File: src/rtl/alu_seq.sv
`default_nettype none
// ============================================================================
// Module   : alu_seq
// Function : multi-cycle 12-bit ALU sequencer (logic/arith, iterative shift,
//            shift-add multiply) with a one-cycle ACLOAD result strobe.
// Revision : 1.0
// ============================================================================
module alu_seq (
    input  logic        clk,
    input  logic        rst,
    input  logic        start,
    input  logic [3:0]  opcode_in,
    input  logic [11:0] a,
    input  logic [11:0] b,
    output logic        busy,
    output logic        ACLOAD,
    output logic        ac_we,
    output logic [3:0]  opcode,
    output logic [11:0] op1,
    output logic [11:0] op2,
    output logic [11:0] AC_result
);

    localparam logic [3:0] OP_NOP = 4'b0000;
    localparam logic [3:0] OP_AND = 4'b0001;
    localparam logic [3:0] OP_OR  = 4'b0010;
    localparam logic [3:0] OP_XOR = 4'b0011;
    localparam logic [3:0] OP_CMP = 4'b0100;
    localparam logic [3:0] OP_NOT = 4'b0101;
    localparam logic [3:0] OP_SHL = 4'b0110;
    localparam logic [3:0] OP_SHR = 4'b0111;
    localparam logic [3:0] OP_MUL = 4'b1000;
    localparam logic [3:0] OP_ADD = 4'b1001;
    localparam logic [3:0] OP_SUB = 4'b1010;

    localparam logic [3:0] MUL_STEPS = 4'd12;
    localparam logic [3:0] SHIFT_MAX = 4'd12;

    typedef enum logic [2:0] {
        S_IDLE  = 3'd0,
        S_EXEC  = 3'd1,
        S_SHIFT = 3'd2,
        S_MUL   = 3'd3,
        S_DONE  = 3'd4
    } state_t;

    state_t      state_q,  state_d;
    logic [3:0]  opcode_q, opcode_d;
    logic [11:0] op1_q,    op1_d;
    logic [11:0] op2_q,    op2_d;
    logic [11:0] result_q, result_d;
    logic        busy_q,   busy_d;
    logic        acload_q, acload_d;
    logic        ac_we_q,  ac_we_d;
    logic [11:0] work_q,   work_d;
    logic [11:0] acc_q,    acc_d;
    logic [11:0] mplier_q, mplier_d;
    logic [3:0]  cnt_q,    cnt_d;

    logic [3:0]  shift_sat;
    logic [11:0] exec_res;
    logic        exec_we;

    assign shift_sat = (b[3:0] > SHIFT_MAX) ? SHIFT_MAX : b[3:0];

    // Single-cycle results; SHL/SHR only land in EXEC with a zero count.
    always_comb begin
        exec_res = op1_q;
        exec_we  = 1'b0;
        case (opcode_q)
            OP_AND: begin exec_res = op1_q & op2_q; exec_we = 1'b1; end
            OP_OR:  begin exec_res = op1_q | op2_q; exec_we = 1'b1; end
            OP_XOR: begin exec_res = op1_q ^ op2_q; exec_we = 1'b1; end
            OP_NOT: begin exec_res = ~op1_q;        exec_we = 1'b1; end
            OP_CMP: begin exec_res = op1_q - op2_q; exec_we = 1'b0; end
            OP_SHL: begin exec_res = op1_q;         exec_we = 1'b1; end
            OP_SHR: begin exec_res = op1_q;         exec_we = 1'b1; end
            OP_ADD: begin exec_res = op1_q + op2_q; exec_we = 1'b1; end
            OP_SUB: begin exec_res = op1_q - op2_q; exec_we = 1'b1; end
            default: begin exec_res = op1_q;        exec_we = 1'b0; end
        endcase
    end

    always_comb begin
        state_d  = state_q;
        opcode_d = opcode_q;
        op1_d    = op1_q;
        op2_d    = op2_q;
        result_d = result_q;
        busy_d   = busy_q;
        acload_d = 1'b0;
        ac_we_d  = 1'b0;
        work_d   = work_q;
        acc_d    = acc_q;
        mplier_d = mplier_q;
        cnt_d    = cnt_q;

        case (state_q)
            S_IDLE: begin
                if (start) begin
                    opcode_d = opcode_in;
                    op1_d    = a;
                    op2_d    = b;
                    busy_d   = 1'b1;
                    work_d   = a;
                    acc_d    = 12'h000;
                    mplier_d = b;
                    if (opcode_in == OP_MUL) begin
                        cnt_d   = MUL_STEPS;
                        state_d = S_MUL;
                    end else if ((opcode_in == OP_SHL || opcode_in == OP_SHR)
                                 && shift_sat != 4'd0) begin
                        cnt_d   = shift_sat;
                        state_d = S_SHIFT;
                    end else begin
                        cnt_d   = 4'd0;
                        state_d = S_EXEC;
                    end
                end
            end
            S_EXEC: begin
                result_d = exec_res;
                acload_d = 1'b1;
                ac_we_d  = exec_we;
                state_d  = S_DONE;
            end
            S_SHIFT: begin
                // The cycle that observes a zero count publishes the result.
                if (cnt_q != 4'd0) begin
                    work_d = (opcode_q == OP_SHL) ? {work_q[10:0], 1'b0}
                                                  : {1'b0, work_q[11:1]};
                    cnt_d  = cnt_q - 4'd1;
                end else begin
                    result_d = work_q;
                    acload_d = 1'b1;
                    ac_we_d  = 1'b1;
                    state_d  = S_DONE;
                end
            end
            S_MUL: begin
                if (cnt_q != 4'd0) begin
                    if (mplier_q[0]) begin
                        acc_d = acc_q + work_q;
                    end
                    work_d   = {work_q[10:0], 1'b0};
                    mplier_d = {1'b0, mplier_q[11:1]};
                    cnt_d    = cnt_q - 4'd1;
                end else begin
                    result_d = acc_q;
                    acload_d = 1'b1;
                    ac_we_d  = 1'b1;
                    state_d  = S_DONE;
                end
            end
            S_DONE: begin
                busy_d  = 1'b0;
                state_d = S_IDLE;
            end
            default: begin
                busy_d  = 1'b0;
                state_d = S_IDLE;
            end
        endcase
    end

    always_ff @(posedge clk) begin
        if (!rst) begin
            state_q  <= S_IDLE;
            opcode_q <= 4'h0;
            op1_q    <= 12'h000;
            op2_q    <= 12'h000;
            result_q <= 12'h000;
            busy_q   <= 1'b0;
            acload_q <= 1'b0;
            ac_we_q  <= 1'b0;
            work_q   <= 12'h000;
            acc_q    <= 12'h000;
            mplier_q <= 12'h000;
            cnt_q    <= 4'd0;
        end else begin
            state_q  <= state_d;
            opcode_q <= opcode_d;
            op1_q    <= op1_d;
            op2_q    <= op2_d;
            result_q <= result_d;
            busy_q   <= busy_d;
            acload_q <= acload_d;
            ac_we_q  <= ac_we_d;
            work_q   <= work_d;
            acc_q    <= acc_d;
            mplier_q <= mplier_d;
            cnt_q    <= cnt_d;
        end
    end

    assign busy      = busy_q;
    assign ACLOAD    = acload_q;
    assign ac_we     = ac_we_q;
    assign opcode    = opcode_q;
    assign op1       = op1_q;
    assign op2       = op2_q;
    assign AC_result = result_q;

endmodule
`default_nettype wire

File: config.mk
export PLATFORM = sky130hd
export DESIGN_NAME = alu_seq
export DESIGN_NICKNAME = d
export VERILOG_FILES = /design/src/rtl/alu_seq.sv
export SDC_FILE = /design/constraint.sdc
export NUM_CORES = 1
export LEC_CHECK = 0
export ABC_CLOCK_PERIOD_IN_PS = 4000
export BUFFER_PORTS_ARGS = -buffer_cell sky130_fd_sc_hd__buf_2
export CORE_AREA = 2 2 120 134
export DETAILED_ROUTE_END_ITERATION = 7
export DIE_AREA = 0 0 122 136
export PLACE_DENSITY = 0.61
export SLEW_MARGIN = 20
export SYNTH_ARGS = -nofsm -noshare
export SYNTH_HDL_FRONTEND = slang
export SYNTH_SLANG_ARGS = --single-unit
File: constraint.sdc
create_clock -name clk -period 4 [get_ports clk]
set_clock_uncertainty 0.05 [all_clocks]
set_input_delay 1.2 -clock clk [delete_from_list [all_inputs] [get_ports clk]]
set_output_delay 1.2 -clock clk [all_outputs]
set_load 0.05 [all_outputs]
Word-level counts from Yosys, hierarchy flattened. Index checks and enable logic that the tools add are counted. Widths: inputs -> output; s select.

Flip-flop bits (word level): 86. Bits of input ports: 31. Word-level logic and storage cells: 99.

$add $sub $neg: 4. Reductions and logical operators: 21. Muxes and demuxes: 33. Magnitude comparators: 1. Bitwise gates (word level): 5. Eq/ne operators: 23.

Operator list (count): $mux 12 (11); $pmux 12 s3 (2); $pmux 12 s6 (1); $pmux 12 s2 (2); $add 12x12->12 (2); $eq 4x3->1 const B (6); $mux 4 (5); $ne 2x2->1 const B (7); $and 12x12->12 (1); $eq 4x4->1 const B (3); $not 12->12 (1); $or 12x12->12 (1); $sub 12x12->12 (1); $xor 12x12->12 (1); $pmux 3 s3 (1); $reduce_and 3->1 (3); $eq 4x2->1 const B (2); $pmux 4 s2 (1); $reduce_and 4->1 (2); $reduce_bool 4->1 (2); $reduce_or 8->1 (1); $eq 3x2->1 const B (2); $mux 3 (2); $pmux 1 s2 (3); 16 further kinds (24).

Logic depth before layout (Yosys ltp). Gate-level depths: netlist of run 1.

Depth after elaboration: 8. Mapped depth: 12. Gate-level depth less buffers: 12.

Least setup slack after synthesis of run 1. OpenSTA, ideal clock, no wires.

Path type: register to register. Start point: register opcode_q[3], in the netlist opcode[3]. End point: register result_q[7], in the netlist AC_result[7]. Path slack: 638 ps. Setup time: 86 ps. Path buffers: 1. Period minus slack after synthesis: 3362 ps. Arrival time: 3225 ps. Stages on the path, launching flop included: 12. Data required time: 3864 ps. Cell sequence: dfxtp_1 > buf_2 > nand3b_1 > a21o_1 > a21oi_1 > ha_1 > nor2b_1 > o31a_1 > o221a_2 > o21ai_0 > or3b_1 > a221oi_2.

Longest elaborated chain between the ends: 4. Elaborated cells on any way between the ends: 10. Classes of those cells: 7 x eq/ne; 2 x mux; 1 x reduce/logical.

Ends and longest elaborated chain: start: declaration (RTL line 48) `logic [3:0] opcode_q, opcode_d;`; start signal: assignment (RTL line 182) `opcode_q <= opcode_d;`; $eq 4x4->1 or $eq 4x3->1 (tied branches) (RTL line 70) `case (opcode_q)`; $reduce_or 2->1 (no source line); $pmux 12 s6 * (RTL line 70); $pmux 12 s3 * (RTL line 98) `case (state_q)`; end signal: assignment (RTL line 185) `result_q <= result_d;`; end: declaration (RTL line 51) `logic [11:0] result_q, result_d;`.

Every way passes the cells marked *; elsewhere a longest branch is shown, timed or not. A chain may end at the register's enable or synchronous reset.

Final worst setup path of run 1.
Start point: register opcode_q[1], in the netlist opcode[1]. End point: register result_q[7], in the netlist AC_result[7].

Same word-level chain as after synthesis.

==> reports/results.ini, run 1 <==
[logic_synthesis]
synth_top_family_by_area=compound AO/OA/AOI/OAI gates
synth_nets=872
syn-cell-area_um2=6000
synth_compound_area_share_pct=25.2
synth-simple-area-share_pct=20.5
ys_types=66
async_flop_share_pct=0
seq_area_frac_synth_pct=28.7
avgSynthCellArea_um2=7.58
ys_warn_count=0
ys.flop_type=dfxtp_1
syn_inst=791
synthAdderAreaFrac_pct=10.7
synthMuxAreaShare_pct=5.24
synth_xor_area_share_pct=3.50
synth_edf_count=0
synth_seq_cells=86

[grt]
grt_overflow_total=0
antenna_found_initial=0
grt_max_degree=44
grt_pass1_vias=5442
grt_pass1_wl_mm=29.6
grtUsageTotal_pct=22.9

[routing]
wl_per_cell_um=17.9
vias=5858
drt_iter0_drc=506
firstDrtPassIters=4
via_per_inst=5.64
remaining_drc_errors=0
drtAntennaViolNets=0
drt-total-wl_mm=18.6

[setup_path]
worstPathMaxFanout=26
critPathArrivalTime_ns=3.53
timing_worst_setup_path_type=flop to flop
crit_required_ns=4.22
endpoint_kind=flop
startpoint_type=flop
r2r_start=opcode[1]
worstSetupStartpoint=opcode[1]

[placement]
routabilityCongestion=0.874
port_buffers=73
dp_hpwl_mm=13.7

[clock_network]
ctsHoldBuffers=0
cts-root-buf=clkbuf_16
cts.sinks=86
clk_latency_ns=0.35
cts_tree=done
htreeDepth=3
clockBufferDepth=2
cts_resized=0
numCtsBuffers=9
cts_setup_buffers=0
clk_pin_slew_ns=0.07

[sta]
tightest_slew_ns=0.942
layout_min_cycle_time_ns=3.31
rsz0062_at_grt=no
maxSlewViolCount=0
max_freq_mhz=302
slew-limit-headroom_pct=37.2
finalHoldViolCount=0
tns_ns=0
fin_crit_sh_pct=82.7
setup_viol=0
whs_ns=0.417

[finish]
fin_util_pct=44.3
syn_to_final_growth_pct=13.1
antenna_cells=0
drive_gt1_share_pct=13.7
mostFrequentLayoutCell=nand2_1
nets=915
final_cell_mix=116 x nand2_1, 93 x a21oi_1, 86 x dfxtp_1, 80 x nor2_1, 73 x buf_2

[die]
initial_core_util_pct=39.2
ios=74
die_area_um2=16600
die_h_um=136
fp-row-count=48
die_w_um=122
core_um2=15300

[flow_run]
cap_violations=0

[pwr]
powerDensity_nw_per_um2=399
power.leakage_nw=2.90
peakVddDrop_mv=0.175

[run_status]
status=complete, no violations

[worst_hold_path]
hold_path_class=flop to flop
min-delay-start=mplier_q[11]

[final cells by class]
cell class | instances | area [um^2]
clock buffer | 9 | 225
clock inverter | 7 | 77.6
fill | 1566 | 8530
inverter | 36 | 135
multi-input combinational | 617 | 3910
sequential | 86 | 1720
tap | 200 | 250
timing repair buffer | 84 | 460
[critical path, cell delays in order, from the launching register on]
cell	delay [ns]
dfxtp_1	0.33
buf_4	0.33
nand3b_1	0.20
a21o_1	0.26
a21oi_1	0.28
ha_1	0.28
nor2b_1	0.14
o31a_1	0.28
o221a_2	0.35
o21ai_0	0.13
or3b_1	0.38
a221oi_2	0.21
[cells in the mapped netlist, types with 6 or more instances]
master | instances | area, um^2
o21ai_0 | 35 | 175
nand3_1 | 18 | 90.1
a21o_1 | 10 | 75.1
xnor2_1 | 19 | 166
nor2b_1 | 7 | 43.8
ha_1 | 48 | 601
dfxtp_1 | 86 | 1720
a311oi_1 | 14 | 123
nor2_1 | 80 | 300
a31oi_1 | 6 | 37.5
buf_2 | 18 | 90.1
a21oi_1 | 93 | 465
inv_1 | 36 | 135
nand2b_1 | 7 | 43.8
a22oi_1 | 8 | 60.1
a211oi_1 | 19 | 143
nand2_1 | 116 | 435
nor3_1 | 19 | 95.1
o211ai_1 | 6 | 45.0
mux2i_1 | 28 | 280
clkbuf_1 | 28 | 105
or3_1 | 6 | 37.5
[kinds of logic after synthesis]
logic type | Yosys count
AND/OR/NAND/NOR | 277
buffers and inverters | 88
flip-flops | 86
XOR/XNOR | 24
AO/OA/AOI/OAI | 235
multiplexers | 31
adder cells (fa/ha/maj) | 50
[flip-flops by register name, indices dropped and copies added (netlist names)]
| register | count |
|---|---|
| ACLOAD | 1 |
| opcode | 4 |
| work_q | 12 |
| busy | 1 |
| mplier_q | 12 |
| AC_result | 12 |
| ac_we | 1 |
| cnt_q | 4 |
| acc_q | 12 |
| state_q | 3 |
| op2 | 12 |
| op1 | 12 |
[power breakdown]
| group | internal [mW] | leakage (nW) | switching, mW |
|---|---|---|---|
| combinational | 0.298 | 2.05 | 0.544 |
| clock | 0.493 | 0.153 | 0.387 |
| sequential | 0.914 | 0.704 | 0.0739 |
[metrics by stage]
stage / std cells / power [mW] / setup WS [ns] / cell area [um^2]
floorplan: 791 / 1.62 / 0.638 / 6000
global placement: 1023 / 1.84 / 0.780 / 6480
detailed placement: 1023 / 1.84 / 0.727 / 6480
CTS: 1039 / 2.72 / 0.712 / 6780
global route: 1039 / 2.84 / 0.519 / 6780
finish: 1039 / 2.71 / 0.694 / 6780
[metal layers]
layer  part of all wire [%]  GRT usage, %  vias to the layer above
met2                     46          36.8                      152
met4                    2.2          8.94                        0
met3                    4.5          2.98                       26
met1                     47          31.2                     2776
met5                      0             0                        -
li1                       -             -                     2904
[worst paths after layout]
kind,slack [ns],depth (start not counted),end
setup reg to reg,0.69,11,AC_result[7]
hold reg to reg,0.42,2,mplier_q[11]
hold / removal,0.42,2,mplier_q[11]
setup / recovery,0.69,11,AC_result[7]
Power figures use the tool's default switching activity.
==> run 2, diff against run 1 <==
==> config.mk (replaced) <==
export PLATFORM = sky130hd
export DESIGN_NAME = alu_seq
export DESIGN_NICKNAME = d
export VERILOG_FILES = /design/src/rtl/alu_seq.sv
export SDC_FILE = /design/constraint.sdc
export NUM_CORES = 1
export LEC_CHECK = 0
export ABC_AREA = 1
export ABC_CLOCK_PERIOD_IN_PS = 2800
export BUFFER_PORTS_ARGS = -buffer_cell sky130_fd_sc_hd__buf_2
export CORE_AREA = 2 2 119 133
export DETAILED_ROUTE_END_ITERATION = 7
export DIE_AREA = 0 0 121 135
export PLACE_DENSITY = 0.63
export SLEW_MARGIN = 20
export SYNTH_ARGS = -nofsm -noshare
export SYNTH_HDL_FRONTEND = slang
export SYNTH_SLANG_ARGS = --single-unit
==> constraint.sdc (replaced) <==
create_clock -name clk -period 2.8 [get_ports clk]
set_clock_uncertainty 0.05 [all_clocks]
set_input_delay 0.84 -clock clk [delete_from_list [all_inputs] [get_ports clk]]
set_output_delay 0.84 -clock clk [all_outputs]
set_load 0.05 [all_outputs]
==> run 2 against run 1 <==
  * Synthesized cell count grew 9.0%
  * Flip-flop and latch count is the same
  * Clock-buffer cell count grew 3
  * Largest cell class unchanged
  * Hold slack gained 0.0020 ns
  * Core utilization grew 2.3 points
  * First-iteration DRC count shrank 15%
  * Critical path depth grew 7
  * Die area shrank 1.5%
==> reports/results.ini, run 2 <==
[routing]
remaining_drc_errors=0  ; unchanged
vias=6094  ; +4.0%
firstDrtPassIters=5  ; +1
drtAntennaViolNets=0  ; unchanged
via_per_inst=5.38  ; -4.6%
wl_per_cell_um=16.3  ; -9.1%
drt_iter0_drc=431  ; -15%
drt-total-wl_mm=18.5  ; -0.84%

[pwr]
p_int_mw=2.63  ; +54%
switchingPower_mw=1.76  ; +75%
power_frac_comb_pct=36.3  ; +5.2 points
powerDensity_nw_per_um2=632  ; +58%
pwr-share-clk_pct=29.8  ; -2.7 points
power.leakage_nw=3.21  ; +11%
switching_share_pct=40.1  ; +3.0 points
sequentialPowerShare_pct=33.9  ; -2.6 points
totalPowerFinal_mw=4.38  ; +62%
peakVddDrop_mv=0.273  ; +56%

[sta]
tns_ns=0  ; unchanged
layout_min_cycle_time_ns=2.59  ; -0.713 ns
finalHoldViolCount=0  ; unchanged
max_freq_mhz=386  ; +27%
setup_viol=0  ; unchanged
fin_crit_sh_pct=92.6  ; +10 points
tightest_slew_ns=0.739  ; -0.203 ns
setup_slack_ns=0.207  ; -0.487 ns
maxSlewViolCount=0  ; unchanged
whs_ns=0.419  ; +0.00197 ns
slew-limit-headroom_pct=50.7  ; +14 points

[logic_synthesis]
synth_seq_cells=86  ; unchanged
syn-cell-area_um2=5880  ; -2.0%
synth_area_leaders=dfxtp_1 29%, nand2_1 12%, ha_1 10%
async_flop_share_pct=0  ; unchanged
ys_warn_count=0  ; unchanged
yosys.area.top_type=dfxtp_1
ys.flop_type=dfxtp_1
avgSynthCellArea_um2=6.82  ; -10%
seq_area_frac_synth_pct=29.3  ; +0.59 points
syn_inst=862  ; +9.0%
synth_nets=943  ; +8.1%
synth.most_common_cell=nand2_1
ys_types=45  ; -32%
netlist_top_cells_count=193 x nand2_1, 102 x o21ai_0, 93 x a21oi_1, 86 x dfxtp_1, 84 x inv_1
synth_edf_count=0  ; unchanged
yosysTopAreaCellShare_pct=29.3  ; +0.59 points

[worst_hold_path]
hold_path_class=flop to flop
min_to=cnt_q[2]
min-delay-start=cnt_q[2]
hold_path_depth=2  ; unchanged

[clock_network]
numCtsBuffers=9  ; unchanged
clk_pin_slew_ns=0.07  ; about the same
cts-root-buf=clkbuf_16
cts.sinks=86  ; unchanged
clockBufferDepth=2  ; unchanged
cts_tree=done
clk_latency_ns=0.35  ; about the same
ctsHoldBuffers=0  ; unchanged
htreeDepth=3  ; unchanged

[grt]
grt_overflow_total=0  ; unchanged
grtUsageTotal_pct=23.2  ; +0.27 points
antenna_found_initial=0  ; unchanged
grt_pass1_wl_mm=29.6  ; +0.21%
grt_max_degree=59  ; +34%
grt_pass1_vias=5632  ; +3.5%

[die]
ios=74  ; unchanged
die_h_um=135  ; -0.74%
die_w_um=121  ; -0.82%
initial_core_util_pct=39.5  ; +0.34 points
die_area_um2=16300  ; -1.5%
fp-row-count=47  ; -2.1%
core_um2=14900  ; -2.9%

[finish]
drive_gt1_share_pct=18.1  ; +4.4 points
antenna_cells=0  ; unchanged
final_cell_mix=190 x nand2_1, 101 x o21ai_0, 90 x a21oi_1, 82 x inv_1, 80 x dfxtp_1
mostFrequentLayoutCell=nand2_1
syn_to_final_growth_pct=17.9
fin_util_pct=46.6  ; +2.3 points
nets=1013  ; +11%

[setup_path]
ff2ff_path_depth=18  ; +7
r2r_setup_slack_ns=0.21  ; -0.49 ns
startpoint_type=flop
critPathArrivalTime_ns=2.83  ; -0.70 ns
r2r_start=op2[1]
crit_required_ns=3.04  ; -1.18 ns
r2r-end=AC_result[10]
worstPathMaxFanout=5  ; -81%
timing_worst_setup_path_type=flop to flop
endpoint_kind=flop

[placement]
routabilityCongestion=0.948  ; +8.5%
post-place-ws_ns=0.0671  ; -0.660 ns
dp_hpwl_mm=13.9  ; +1.3%
port_buffers=73  ; unchanged

[flow_run]
cap_violations=0  ; unchanged

[run_status]
status=complete, no violations

-- run 2: layout make-up --
class                           instances  area (um^2)
Fill cell                            1501         7950
Multi-Input combinational cell        645         3730
Sequential cell                        86         1730
Timing Repair Buffer                   95          543
Inverter                               95          358
Clock buffer                           12          267
Tap cell                              196          245
Clock inverter                          4         53.8
-- run 2: worst max path at each step --
stage	startpoint	endpoint	slack, ns
after global placement	opcode[2]	AC_result[11]	0.09
final	op2[1]	AC_result[10]	0.21
after CTS	opcode[2]	AC_result[9]	0.06
after floorplan	opcode[3]	AC_result[4]	0.05
after global routing	op2[1]	AC_result[11]	-0.03
after detailed placement	opcode[2]	AC_result[9]	0.07
-- run 2: power groups by stage --
stage	clock (mW)	combinational, mW	sequential (mW)
2_1_floorplan	0	0.894	1.69
3_3_place_gp	0	1.51	1.50
3_5_place_dp	0	1.51	1.50
4_1_cts	1.32	1.52	1.48
5_1_grt	1.38	1.76	1.50
6_report	1.31	1.59	1.48
-- run 2: critical path: stages (launching register included) --
cell     delay [ns]
dfxtp_2        0.33
inv_2          0.07
ha_4           0.15
nand3_4        0.08
nor3_4         0.22
nand2_1        0.09
nor2_2         0.12
nor2_1         0.05
xor2_1         0.14
ha_1           0.37
nand2_1        0.13
inv_1          0.07
a21oi_2        0.16
nand3_1        0.09
nand2_1        0.07
nand3_1        0.06
nand2_1        0.08
nand2_1        0.07
a21oi_2        0.13
-- run 2: logic make-up (layout without fill, tap and decap cells) --
logic type,after synthesis,count (layout),share of synthesized area [%]
and+or+nand+nor,316,316,22.6
AOI/OAI and AO/OA,264,264,26.2
buffers and inverters,131,206,8.83
DFF,86,86,29.3
adders and majority gates,50,50,10.9
xor gates and xnor gates,15,15,2.24
-- run 2: metrics by stage --
stage,instances,cell area (um^2)
after global routing,1133,6930
after global placement,1114,6490
after floorplan,862,5880
final,1133,6930
after CTS,1130,6810
after detailed placement,1114,6490
-- run 2: what timing repair did --
item / 4_1_cts / 5_1_grt
hold endpoints to repair: 0 / 0
setup buffers: 0 / 3
resized for setup: 0 / 28
setup endpoints to repair: 0 / 10
-- run 2: routing by layer --
metal | part of all wire [%] | wire length [um] | GRT usage, %
met4 | 3.0 | 548 | 8.85
met1 | 46 | 8480 | 31.6
met2 | 47 | 8650 | 37.4
met5 | 0 | 0 | 0
met3 | 4.3 | 796 | 2.83
